[config.mk]
export PLATFORM = sky130hd
export DESIGN_NAME = alu_exec_unit
export DESIGN_NICKNAME = d
export VERILOG_FILES = /design/src/rtl/alu_exec_pkg.sv /design/src/rtl/seq_multiplier.sv /design/src/rtl/alu_exec_unit.sv
export SDC_FILE = /design/constraint.sdc
export NUM_CORES = 1
export LEC_CHECK = 0
export ABC_AREA = 1
export CORE_UTILIZATION = 35
export DETAILED_ROUTE_END_ITERATION = 8
export SLEW_MARGIN = 20
export SYNTH_ARGS = -nofsm -noshare
export SYNTH_HDL_FRONTEND = slang
export SYNTH_SLANG_ARGS = --single-unit
[constraint.sdc]
create_clock -name Clock -period 8.5 [get_ports Clock]
set_clock_uncertainty 0.2 [all_clocks]
set_input_delay 1.7 -clock Clock [delete_from_list [all_inputs] [get_ports Clock]]
set_output_delay 1.7 -clock Clock [all_outputs]
set_load 0.05 [all_outputs]
[src/rtl/alu_exec_pkg.sv]
// Shared constants for the execute unit: opcodes, flag bit positions, FSM encoding.
// Latency: n/a (constants and a pure helper function only).
// Backpressure: n/a.
package alu_exec_pkg;

    // Opcodes carried on iOp
    localparam logic [3:0] OP_ADD  = 4'd0;
    localparam logic [3:0] OP_SUB  = 4'd1;
    localparam logic [3:0] OP_AND  = 4'd2;
    localparam logic [3:0] OP_OR   = 4'd3;
    localparam logic [3:0] OP_XOR  = 4'd4;
    localparam logic [3:0] OP_SHL  = 4'd5;
    localparam logic [3:0] OP_SHR  = 4'd6;
    localparam logic [3:0] OP_ASR  = 4'd7;
    localparam logic [3:0] OP_UMUL = 4'd8;
    localparam logic [3:0] OP_SMUL = 4'd9;

    // Bit positions inside oFlags = {ERR, V, C, N, Z}
    localparam int FLAG_W   = 5;
    localparam int FLAG_Z   = 0;
    localparam int FLAG_N   = 1;
    localparam int FLAG_C   = 2;
    localparam int FLAG_V   = 3;
    localparam int FLAG_ERR = 4;

    // Top-level FSM encoding
    localparam logic [1:0] ST_IDLE = 2'd0;
    localparam logic [1:0] ST_MUL  = 2'd1;
    localparam logic [1:0] ST_DONE = 2'd2;

    function automatic logic is_mul_op(input logic [3:0] op);
        return (op == OP_UMUL) || (op == OP_SMUL);
    endfunction

endpackage

[src/rtl/seq_multiplier.sv]
// Shift-add multiplier: signed or unsigned DATA_W x DATA_W -> 2*DATA_W product.
// Latency: start pulse at edge n, o_done high for the cycle after edge n+DATA_W.
// Backpressure: none; o_done is a one-cycle pulse and the caller must sample it.
//
// Ports:
//   Clock, Reset      clock and async active-high reset
//   i_start           load operands and begin (ignored-safe while running: restarts)
//   i_signed          treat operands as two's complement
//   i_a, i_b          operands, sampled only on i_start
//   o_done            finalize cycle; o_product is valid while this is high
//   o_product         2*DATA_W product
module seq_multiplier
#(
    parameter int DATA_W = 16
) (
    input  logic                  Clock,
    input  logic                  Reset,
    input  logic                  i_start,
    input  logic                  i_signed,
    input  logic [DATA_W-1:0]     i_a,
    input  logic [DATA_W-1:0]     i_b,
    output logic                  o_done,
    output logic [2*DATA_W-1:0]   o_product
);

    localparam int CNT_W = $clog2(DATA_W) + 1;
    localparam logic [CNT_W-1:0] CNT_INIT = CNT_W'(DATA_W - 1);

    logic [2*DATA_W-1:0] r_acc;
    logic [2*DATA_W-1:0] r_mcand;
    logic [DATA_W-1:0]   r_mplier;
    logic [CNT_W-1:0]    r_cnt;
    logic                r_run;
    logic                r_fin;
    logic                r_neg;

    logic [DATA_W-1:0]   w_a_mag;
    logic [DATA_W-1:0]   w_b_mag;

    // Magnitude of the most-negative value wraps to itself, which read as
    // unsigned is exactly the wanted magnitude 2^(DATA_W-1).
    assign w_a_mag = (i_signed && i_a[DATA_W-1]) ? -i_a : i_a;
    assign w_b_mag = (i_signed && i_b[DATA_W-1]) ? -i_b : i_b;

    always_ff @(posedge Clock or posedge Reset) begin
        if (Reset) begin
            r_acc    <= '0;
            r_mcand  <= '0;
            r_mplier <= '0;
            r_cnt    <= '0;
            r_run    <= 1'b0;
            r_fin    <= 1'b0;
            r_neg    <= 1'b0;
        end else if (i_start) begin
            r_acc    <= '0;
            r_mcand  <= {{DATA_W{1'b0}}, w_a_mag};
            r_mplier <= w_b_mag;
            r_neg    <= i_signed & (i_a[DATA_W-1] ^ i_b[DATA_W-1]);
            r_cnt    <= CNT_INIT;
            r_run    <= 1'b1;
            r_fin    <= 1'b0;
        end else if (r_run) begin
            if (r_mplier[0]) begin
                r_acc <= r_acc + r_mcand;
            end
            r_mcand  <= r_mcand << 1;
            r_mplier <= r_mplier >> 1;
            // Iteration with count 0 is the last one; the counter never wraps.
            if (r_cnt == '0) begin
                r_run <= 1'b0;
                r_fin <= 1'b1;
            end else begin
                r_cnt <= r_cnt - 1'b1;
            end
        end else begin
            r_fin <= 1'b0;
        end
    end

    // Sign fix-up happens in the finalize cycle, straight into the caller's register.
    assign o_done    = r_fin;
    assign o_product = r_neg ? -r_acc : r_acc;

endmodule

[src/rtl/alu_exec_unit.sv]
// Handshaked execute unit: single-cycle ALU ops plus multi-cycle shift-add multiply.
// Latency: 1 cycle for ALU ops, DATA_W+1 cycles for UMUL/SMUL.
// Backpressure: oReady drops while multiplying or while a result waits for iReady.
//
// Ports:
//   Clock, Reset           clock and async active-high reset
//   iValid/oReady          request handshake; iOp, iA, iB captured on accept
//   oValid/iReady          result handshake; oResult, oFlags held until taken
//   oResult                2*DATA_W result, upper half zero for non-multiply ops
//   oFlags                 {ERR, V, C, N, Z}
//   oBusy                  multiply in progress
module alu_exec_unit
    import alu_exec_pkg::*;
#(
    parameter int DATA_W  = 16,
    parameter int SHAMT_W = $clog2(DATA_W)
) (
    input  logic                  Clock,
    input  logic                  Reset,
    input  logic                  iValid,
    output logic                  oReady,
    input  logic [3:0]            iOp,
    input  logic [DATA_W-1:0]     iA,
    input  logic [DATA_W-1:0]     iB,
    output logic                  oValid,
    input  logic                  iReady,
    output logic [2*DATA_W-1:0]   oResult,
    output logic [FLAG_W-1:0]     oFlags,
    output logic                  oBusy
);

    logic [1:0]            r_state;
    logic [2*DATA_W-1:0]   r_result;
    logic [FLAG_W-1:0]     r_flags;
    logic                  r_live;

    logic                  w_accept;
    logic                  w_is_mul;
    logic                  w_mul_start;
    logic                  w_mul_done;
    logic [2*DATA_W-1:0]   w_product;
    logic [FLAG_W-1:0]     w_mul_flags;

    logic [SHAMT_W-1:0]    w_amt;
    logic [DATA_W:0]       w_sum;
    logic [DATA_W:0]       w_diff;
    logic [DATA_W:0]       w_shl;
    logic [DATA_W:0]       w_shr;
    logic [DATA_W:0]       w_asr;
    logic [DATA_W-1:0]     w_sc_result;
    logic [FLAG_W-1:0]     w_sc_flags;

    // ------------------------------------------------------------------
    // Handshake
    // ------------------------------------------------------------------
    // r_live keeps oReady low while Reset is held and raises it on the
    // first edge after release.
    assign oReady      = r_live & ((r_state == ST_IDLE) | ((r_state == ST_DONE) & iReady));
    assign oValid      = (r_state == ST_DONE);
    assign oBusy       = (r_state == ST_MUL);
    assign oResult     = r_result;
    assign oFlags      = r_flags;

    assign w_accept    = iValid & oReady;
    assign w_is_mul    = is_mul_op(iOp);
    assign w_mul_start = w_accept & w_is_mul;

    // ------------------------------------------------------------------
    // Single-cycle datapath
    // ------------------------------------------------------------------
    assign w_amt  = iB[SHAMT_W-1:0];
    assign w_sum  = {1'b0, iA} + {1'b0, iB};
    assign w_diff = {1'b0, iA} - {1'b0, iB};
    // One guard bit on the shifted-out side catches the last bit lost;
    // it stays 0 for a zero shift amount.
    assign w_shl  = {1'b0, iA} << w_amt;
    assign w_shr  = {iA, 1'b0} >> w_amt;
    assign w_asr  = $signed({iA, 1'b0}) >>> w_amt;

    always_comb begin
        w_sc_result = '0;
        w_sc_flags  = '0;
        case (iOp)
            OP_ADD: begin
                w_sc_result        = w_sum[DATA_W-1:0];
                w_sc_flags[FLAG_C] = w_sum[DATA_W];
                w_sc_flags[FLAG_V] = (iA[DATA_W-1] == iB[DATA_W-1]) &&
                                     (w_sum[DATA_W-1] != iA[DATA_W-1]);
            end
            OP_SUB: begin
                w_sc_result        = w_diff[DATA_W-1:0];
                // Carry means "no borrow", i.e. A >= B unsigned.
                w_sc_flags[FLAG_C] = ~w_diff[DATA_W];
                w_sc_flags[FLAG_V] = (iA[DATA_W-1] != iB[DATA_W-1]) &&
                                     (w_diff[DATA_W-1] != iA[DATA_W-1]);
            end
            OP_AND: w_sc_result = iA & iB;
            OP_OR:  w_sc_result = iA | iB;
            OP_XOR: w_sc_result = iA ^ iB;
            OP_SHL: begin
                w_sc_result        = w_shl[DATA_W-1:0];
                w_sc_flags[FLAG_C] = w_shl[DATA_W];
            end
            OP_SHR: begin
                w_sc_result        = w_shr[DATA_W:1];
                w_sc_flags[FLAG_C] = w_shr[0];
            end
            OP_ASR: begin
                w_sc_result        = w_asr[DATA_W:1];
                w_sc_flags[FLAG_C] = w_asr[0];
            end
            OP_UMUL, OP_SMUL: begin
                // Handled by the multiplier; this path is never loaded.
                w_sc_result = '0;
            end
            default: begin
                w_sc_flags[FLAG_ERR] = 1'b1;
            end
        endcase
        if (!w_sc_flags[FLAG_ERR]) begin
            w_sc_flags[FLAG_N] = w_sc_result[DATA_W-1];
            w_sc_flags[FLAG_Z] = (w_sc_result == '0);
        end
    end

    // ------------------------------------------------------------------
    // Multiplier
    // ------------------------------------------------------------------
    seq_multiplier #(
        .DATA_W    (DATA_W)
    ) u_mul (
        .Clock     (Clock),
        .Reset     (Reset),
        .i_start   (w_mul_start),
        .i_signed  (iOp == OP_SMUL),
        .i_a       (iA),
        .i_b       (iB),
        .o_done    (w_mul_done),
        .o_product (w_product)
    );

    always_comb begin
        w_mul_flags         = '0;
        w_mul_flags[FLAG_N] = w_product[2*DATA_W-1];
        w_mul_flags[FLAG_Z] = (w_product == '0);
    end

    // ------------------------------------------------------------------
    // FSM and output registers
    // ------------------------------------------------------------------
    always_ff @(posedge Clock or posedge Reset) begin
        if (Reset) begin
            r_state  <= ST_IDLE;
            r_result <= '0;
            r_flags  <= '0;
            r_live   <= 1'b0;
        end else begin
            r_live <= 1'b1;
            if ((r_state == ST_MUL) && w_mul_done) begin
                r_state  <= ST_DONE;
                r_result <= w_product;
                r_flags  <= w_mul_flags;
            end else if (w_accept) begin
                // Accept from IDLE, or from DONE with iReady: the new result
                // overwrites the taken one on the same edge, no bubble.
                if (w_is_mul) begin
                    r_state <= ST_MUL;
                end else begin
                    r_state  <= ST_DONE;
                    r_result <= {{DATA_W{1'b0}}, w_sc_result};
                    r_flags  <= w_sc_flags;
                end
            end else if ((r_state == ST_DONE) && iReady) begin
                r_state <= ST_IDLE;
            end else if ((r_state != ST_IDLE) && (r_state != ST_MUL) &&
                         (r_state != ST_DONE)) begin
                r_state <= ST_IDLE;
            end
        end
    end

endmodule

==> qor.csv, run 1 <==
metric,value,unit
outcome,completed,
Final Util,40.4,%
Post-CTS Resized,0,
sequential share of the synthesized area,24.6,%
floorplan die area,38000,um^2
synthesized area per cell,6.33,um^2
worst-case hold slack,0.285,ns
clock net sink count,128,
category of the worst setup path capture point,output pin,
post-CTS setup buffer count,0,
core area,36600,um^2
most frequent cell on the critical path,sky130_fd_sc_hd__clkdlybuf4s50_1,
final hold violation count,0,
drt wl/cell,18.9,um
antenna violations before repair,0,
cell depth of the worst setup path,3,
number of nets in the synthesized netlist,2188,
top fanout value on the critical path,2,
post-synthesis simple-gate area fraction,36.9,%
clock-pin slew on the worst setup and hold paths,0.05,ns
Compound-Gate Fraction of Synth Area,16.9,%
Max H-tree Level,4,
total I/O pin count,80,
share of async-settable or async-resettable flops after synthesis,100,%
endpoint of the worst setup timing path,oReady,
power consumption,3.67,mW
setup slack on the worst flop-to-flop path,5.39,ns
via count of the first global-routing pass,13342,
worst reg2reg path startpoint,r_state[1],
post-detailed-placement half-perimeter wirelength,38.9,mm
synthesis-to-finish area growth,13.5,%
count of hold buffers inserted by post-cts repair,0,
r2r worst-path depth,11,
final critical-path required period,5.07,ns
Crit path arrival time,3.17,ns
Port Buf Inserts,79,
buffers and inverters on the worst path,2,
crit-path cells,"clkdlybuf4s50_1, o211a_1, clkdlybuf4s50_1",
height of the die,195,um
dominant register cell in the synthesized netlist,sky130_fd_sc_hd__dfrtp_1,
filler cell count in the final layout,3951,
number of enable flip-flop cells after synthesis,0,
share of the synthesized area in the top cell type,24.6,%
Max transition margin,42.6,%
xor/xnor share of the synthesized area,1.88,%
final weighted congestion in routability-driven placement,1.03,
most area-hungry cell type in the Yosys netlist,sky130_fd_sc_hd__dfrtp_1,
# DRC,0,
maximum number of pins on one net before global-route repair,68,
worst-path cell with the longest stage delay,sky130_fd_sc_hd__clkdlybuf4s50_1,
Total Routed Length,48.7,mm
areal power density over the cells,248,nW/um^2
diode insertion count for antenna repair,0,
count of yosys warnings during synthesis,0,
Cell Rows,70,
final standard cell area without fillers,14800,um^2
setup repair after global routing missed its margin,false,
clk_lat worst skew,0.43,ns
hold path depth,2,
"IR drop worst, VDD",0.000135,V
share of cell area taken by muxes after synthesis,0,%
Netlist cell types,59,
drt first-iter violations,1216,
destination of the worst register-to-register timing path,u_mul.r_acc[27],
synth top area cells,"sky130_fd_sc_hd__dfrtp_1 25%, sky130_fd_sc_hd__nand2_1 15%, sky130_fd_sc_hd__nand3_1 9.7%",
number of max-slew violations in the final report,0,
multi-input gate area in the final layout,8440,um^2
delay contributed by the slowest stage of the critical path,0.80,ns
peak clock frequency supported by timing,197,MHz
Antenna Nets Post-Route,0,
synthesized instance count,2056,
crit share post-route,59.7,%
adder-cell share of the synthesized area,9.01,%
Vias/cell,5.47,
first-pass GRT wire length,76.7,mm
routed via count,14113,
clock tree root driver cell,sky130_fd_sc_hd__clkbuf_16,
startpoint of the worst setup timing path,iReady,
Starting Density,35.6,%
width of the die,195,um
register area,3200,um^2
fraction of final layout cells with drive strength greater than 1,5.96,%
GRT Resource Usage Total,25.8,%
Max-cap violations,0,
post-synthesis sequential element count,128,
Nets,2232,
remaining global-route overflow,0,
CTS tree,yes,
data required time at the worst endpoint,6.60,ns
Setup-failing EPs final,0,
total negative slack for setup checks,0,ns
type of the worst setup path,in -> out,
Worst Max-Slew Pin Slew,0.860,ns
CP top delay family,buffers and inverters,
startpoint type of the worst setup path,primary input,
"Cell Area, Placed",14100,um^2
number of detailed-routing iterations run before antenna repair,5,
clock buffers created by TritonCTS,17,
main combinational cell family by area after synthesis,simple AND/OR/NAND/NOR gates,
leakage power of the design,7.32,nW
Mapped Area,13000,um^2
kind of path behind the tightest hold check,reg -> reg,
CTS max path bufs,2,
how the worst min path moves through the flow:
stage / start / end / slack [ns]
global placement: oResult[31] / oResult[31] / 0.27
finish: oResult[22] / oResult[22] / 0.29
detailed placement: oResult[28] / oResult[28] / 0.27
global route: oResult[28] / oResult[28] / 0.31
CTS: oResult[28] / oResult[28] / 0.29
floorplan: u_mul.r_mplier[9] / u_mul.r_mplier[9] / 0.26
cell usage in the layout, fill, tap and decap left out, types with 27 or more instances in the layout:
cell and count:
sky130_fd_sc_hd__o22ai_1 34, sky130_fd_sc_hd__clkdlybuf4s50_1 79, sky130_fd_sc_hd__a21oi_1 111, sky130_fd_sc_hd__nand3_1 252, sky130_fd_sc_hd__nor2_1 198, sky130_fd_sc_hd__inv_1 247, sky130_fd_sc_hd__o21ai_1 27, sky130_fd_sc_hd__ha_1 89
sky130_fd_sc_hd__o221ai_1 28, sky130_fd_sc_hd__o21ai_0 126, sky130_fd_sc_hd__nand2_1 525, sky130_fd_sc_hd__dfrtp_1 128
worst min-delay path, cell delays in order, from the launching register on:
cell	delay (ns)
sky130_fd_sc_hd__dfrtp_1	0.34
sky130_fd_sc_hd__nand2_1	0.05
sky130_fd_sc_hd__o21ai_0	0.06
through the flow:
stage               setup slack [ns]  cells
floorplan                       3.19   2056
global placement                3.34   2548
detailed placement              3.37   2548
CTS                             3.42   2580
global route                    3.38   2581
finish                          3.43   2581
flip-flops by register name (all words and copies together) (netlist names), 2 cells and up:
name,count
oResult,32
u_mul.r_cnt,5
r_state,2
u_mul.r_mcand,32
oFlags,5
u_mul.r_mplier,16
u_mul.r_acc,32
cell families after synthesis:
group / after synthesis
AND/OR/NAND/NOR: 1090
AO/OA/AOI/OAI: 380
buffers and inverters: 337
flip-flops: 128
adder cells (fa/ha/maj): 92
XOR/XNOR: 28
other: 1
power by group:
part	internal (mW)	leakage (nW)	total, mW	switching (mW)
clock	0.505	0.300	0.783	0.278
combinational	0.600	5.33	1.92	1.32
sequential	0.800	1.70	0.967	0.167
routing by layer:
layer | global-route usage, % | share of wire [%]
met1 | 36.3 | 47
met2 | 40.6 | 44
met3 | 3.63 | 6.2
met4 | 8.46 | 2.8
met5 | 0 | 0
cell type report:
cell class | count | area share (%)
Tap cell | 468 | 3.96
Sequential cell | 128 | 21.7
Timing Repair Buffer | 91 | 6.09
Inverter | 271 | 6.93
Multi-Input combinational cell | 1591 | 57.1
Clock inverter | 10 | 1.08
Clock buffer | 22 | 3.14
synth_stat cells, drive strengths merged, types with 7 or more instances:
master	instances
o22ai	34
ha	89
o221ai	28
nand4	20
nor2	219
a21oi	112
nand2	544
a21o	7
o21ai	156
clkbuf	16
xor2	23
buf	50
o211ai	14
inv	270
or2	9
dfrtp	128
nand3	256
nor3	28
No activity file was read; power rests on OpenSTA's default activity.
==> run 2: changes to the inputs <==
==> constraint.sdc (replaced) <==
create_clock -name Clock -period 5.25 [get_ports Clock]
set_clock_uncertainty 0.2 [all_clocks]
set_input_delay 1.05 -clock Clock [delete_from_list [all_inputs] [get_ports Clock]]
set_output_delay 1.05 -clock Clock [all_outputs]
set_load 0.05 [all_outputs]
==> run 2 against run 1 <==
  * Clock power rose by 52%
  * First-iteration DRC count stayed put
  * Cell count rose by 0.62%
  * Flip-flop and latch count is the same
  * Global-route usage grew 1.2 points
  * Largest power group unchanged
  * Highest routed layer unchanged
==> qor.csv, run 2 (synthesized netlist as in run 1, its figures left out) <==
metric,value,unit,change
total I/O pin count,80,,unchanged
setup repair after global routing missed its margin,false,,
number of max-slew violations in the final report,0,,unchanged
width of the die,195,um,unchanged
Crit path arrival time,4.12,ns,+0.95 ns
Max transition margin,37.6,%,-5.0 points
startpoint type of the worst setup path,primary input,,
worst reg2reg path startpoint,u_mul.r_acc[0],,
routed via count,14320,,+1.5%
cell depth of the worst setup path,20,,+17
total negative slack for setup checks,0,ns,unchanged
core area,36600,um^2,unchanged
clk_lat worst skew,0.43,ns,about the same
final hold violation count,0,,unchanged
r2r worst-path depth,15,,+4
areal power density over the cells,399,nW/um^2,+61%
most frequent cell on the critical path,sky130_fd_sc_hd__nand2_1,,
Starting Density,35.6,%,unchanged
kind of path behind the tightest hold check,reg -> reg,,
Vias/cell,5.51,,+0.84%
leakage power of the design,7.37,nW,+0.71%
# DRC,0,,unchanged
clock-pin slew on the worst setup and hold paths,0.06,ns,about the same
post-CTS setup buffer count,0,,unchanged
Cell Rows,70,,unchanged
via count of the first global-routing pass,13342,,unchanged
"leading cell types in the layout, fill and taps excluded","525 x sky130_fd_sc_hd__nand2_1, 252 x sky130_fd_sc_hd__nand3_1, 247 x sky130_fd_sc_hd__inv_1",,
remaining global-route overflow,0,,unchanged
Antenna Nets Post-Route,0,,unchanged
startpoint of the worst setup timing path,iA[0],,
crit share post-route,75.3,%,
post-detailed-placement half-perimeter wirelength,41.3,mm,+6.1%
floorplan die area,38000,um^2,unchanged
"IR drop worst, VDD",0.000251,V,+86%
Port Buf Inserts,79,,unchanged
first-pass GRT wire length,79.1,mm,+3.1%
most frequent standard cell in the layout excluding fill and tap cells,sky130_fd_sc_hd__nand2_1,,
data required time at the worst endpoint,5.42,ns,-1.18 ns
setup slack on the worst flop-to-flop path,2.24,ns,-3.15 ns
antenna violations before repair,0,,unchanged
count of hold buffers inserted by post-cts repair,0,,unchanged
Max-cap violations,0,,unchanged
Worst Max-Slew Pin Slew,0.935,ns,+0.0748 ns
endpoint of the worst setup timing path,oFlags[0],,
diode insertion count for antenna repair,0,,unchanged
destination of the worst register-to-register timing path,u_mul.r_acc[24],,
Setup-failing EPs final,0,,unchanged
clock tree root driver cell,sky130_fd_sc_hd__clkbuf_16,,
synthesis-to-finish area growth,14.1,%,
type of the worst setup path,in -> reg,,
clock buffers created by TritonCTS,17,,unchanged
final critical-path required period,3.95,ns,
number of detailed-routing iterations run before antenna repair,6,,+1
Max H-tree Level,4,,unchanged
power consumption,5.93,mW,+62%
delay contributed by the slowest stage of the critical path,0.56,ns,-0.24 ns
final weighted congestion in routability-driven placement,1.01,,-2.3%
top fanout value on the critical path,6,,+4
CTS max path bufs,2,,unchanged
Nets,2248,,+0.72%
worst-path cell with the longest stage delay,sky130_fd_sc_hd__clkdlybuf4s50_1,,
drt first-iter violations,1216,,unchanged
peak clock frequency supported by timing,253,MHz,
filler cell count in the final layout,4016,,+1.6%
clock net sink count,128,,unchanged
GRT Resource Usage Total,27.1,%,+1.2 points
outcome,completed,,
CTS tree,yes,,
maximum number of pins on one net before global-route repair,74,,+8.8%
CP top delay family,simple AND/OR/NAND/NOR gates,,
height of the die,195,um,unchanged
drt wl/cell,19.7,um,+4.2%
category of the worst setup path capture point,flip-flop,,
Hold Crit Start,oResult[20],,
crit-path cells,"clkdlybuf4s50_1, inv_1, ha_1, inv_1, fa_1, nand2_1, nand2_1, and2_4, or2_0, nand3_1, nand3_1, nor2_1, nand2_1, nor2_1, nand2_1, nor2_1, nand2_1, nand2_1, nand2_1, nand2_1",,
Total Routed Length,51.1,mm,+4.8%
Post-CTS Resized,0,,unchanged
buffers and inverters on the worst path,3,,+1
fraction of final layout cells with drive strength greater than 1,6.76,%,+0.80 points
[run 2: through the flow]
stage	std cells	hold slack, ns	utilization [%]	cell area (um^2)	worst slack [ns]
2_1_floorplan	2056	0.259	-	13000	0.587
3_3_place_gp	2565	0.265	39.0	14300	0.844
3_5_place_dp	2565	0.273	39.0	14300	0.872
4_1_cts	2597	0.286	40.6	14900	1.31
5_1_grt	2597	0.314	40.6	14900	1.05
6_report	2597	0.280	40.6	14900	1.30
[run 2: worst min path at each step]
stage          depth (start not counted)           endpoint
2_1_floorplan                          2  u_mul.r_mplier[9]
3_3_place_gp                           2        oResult[23]
3_5_place_dp                           2        oResult[20]
4_1_cts                                2        oResult[20]
5_1_grt                                2        oResult[20]
6_report                               2        oResult[20]
[run 2: routing by layer]
metal / global-route usage (%) / up-vias / routed length (um)
li1: - / 6955 / -
met1: 37.9 / 6784 / 23600
met2: 43.6 / 516 / 23300
met3: 3.07 / 65 / 3050
met4: 7.90 / 0 / 1170
met5: 0 / - / 0
[run 2: worst register-to-register path, cell delays in order (launching register included)]
cell	delay, ns
sky130_fd_sc_hd__dfrtp_1	0.42
sky130_fd_sc_hd__ha_1	0.21
sky130_fd_sc_hd__inv_1	0.06
sky130_fd_sc_hd__fa_1	0.36
sky130_fd_sc_hd__inv_1	0.07
sky130_fd_sc_hd__nand2_1	0.06
sky130_fd_sc_hd__o21ai_1	0.27
sky130_fd_sc_hd__a21oi_1	0.16
sky130_fd_sc_hd__o21ai_1	0.28
sky130_fd_sc_hd__nand2_1	0.08
sky130_fd_sc_hd__nand2_1	0.13
sky130_fd_sc_hd__nor2_1	0.06
sky130_fd_sc_hd__o21ai_0	0.27
sky130_fd_sc_hd__a21oi_1	0.10
sky130_fd_sc_hd__o21ai_1	0.10
sky130_fd_sc_hd__nand2_1	0.06
[run 2: area by class of cell]
cell class / instances / area [um^2] / area share (%)
Multi-Input combinational cell: 1591 / 8440 / 56.8
Sequential cell: 128 / 3200 / 21.6
Inverter: 271 / 1020 / 6.90
Timing Repair Buffer: 107 / 1010 / 6.82
Tap cell: 468 / 586 / 3.94
Clock buffer: 20 / 457 / 3.07
Clock inverter: 12 / 135 / 0.909
[run 2: power breakdown]
part / switching, mW / internal [mW] / leakage, nW
Sequential: 0.282 / 1.29 / 1.70
Clock: 0.468 / 0.725 / 0.279
Combinational: 2.18 / 0.985 / 5.40
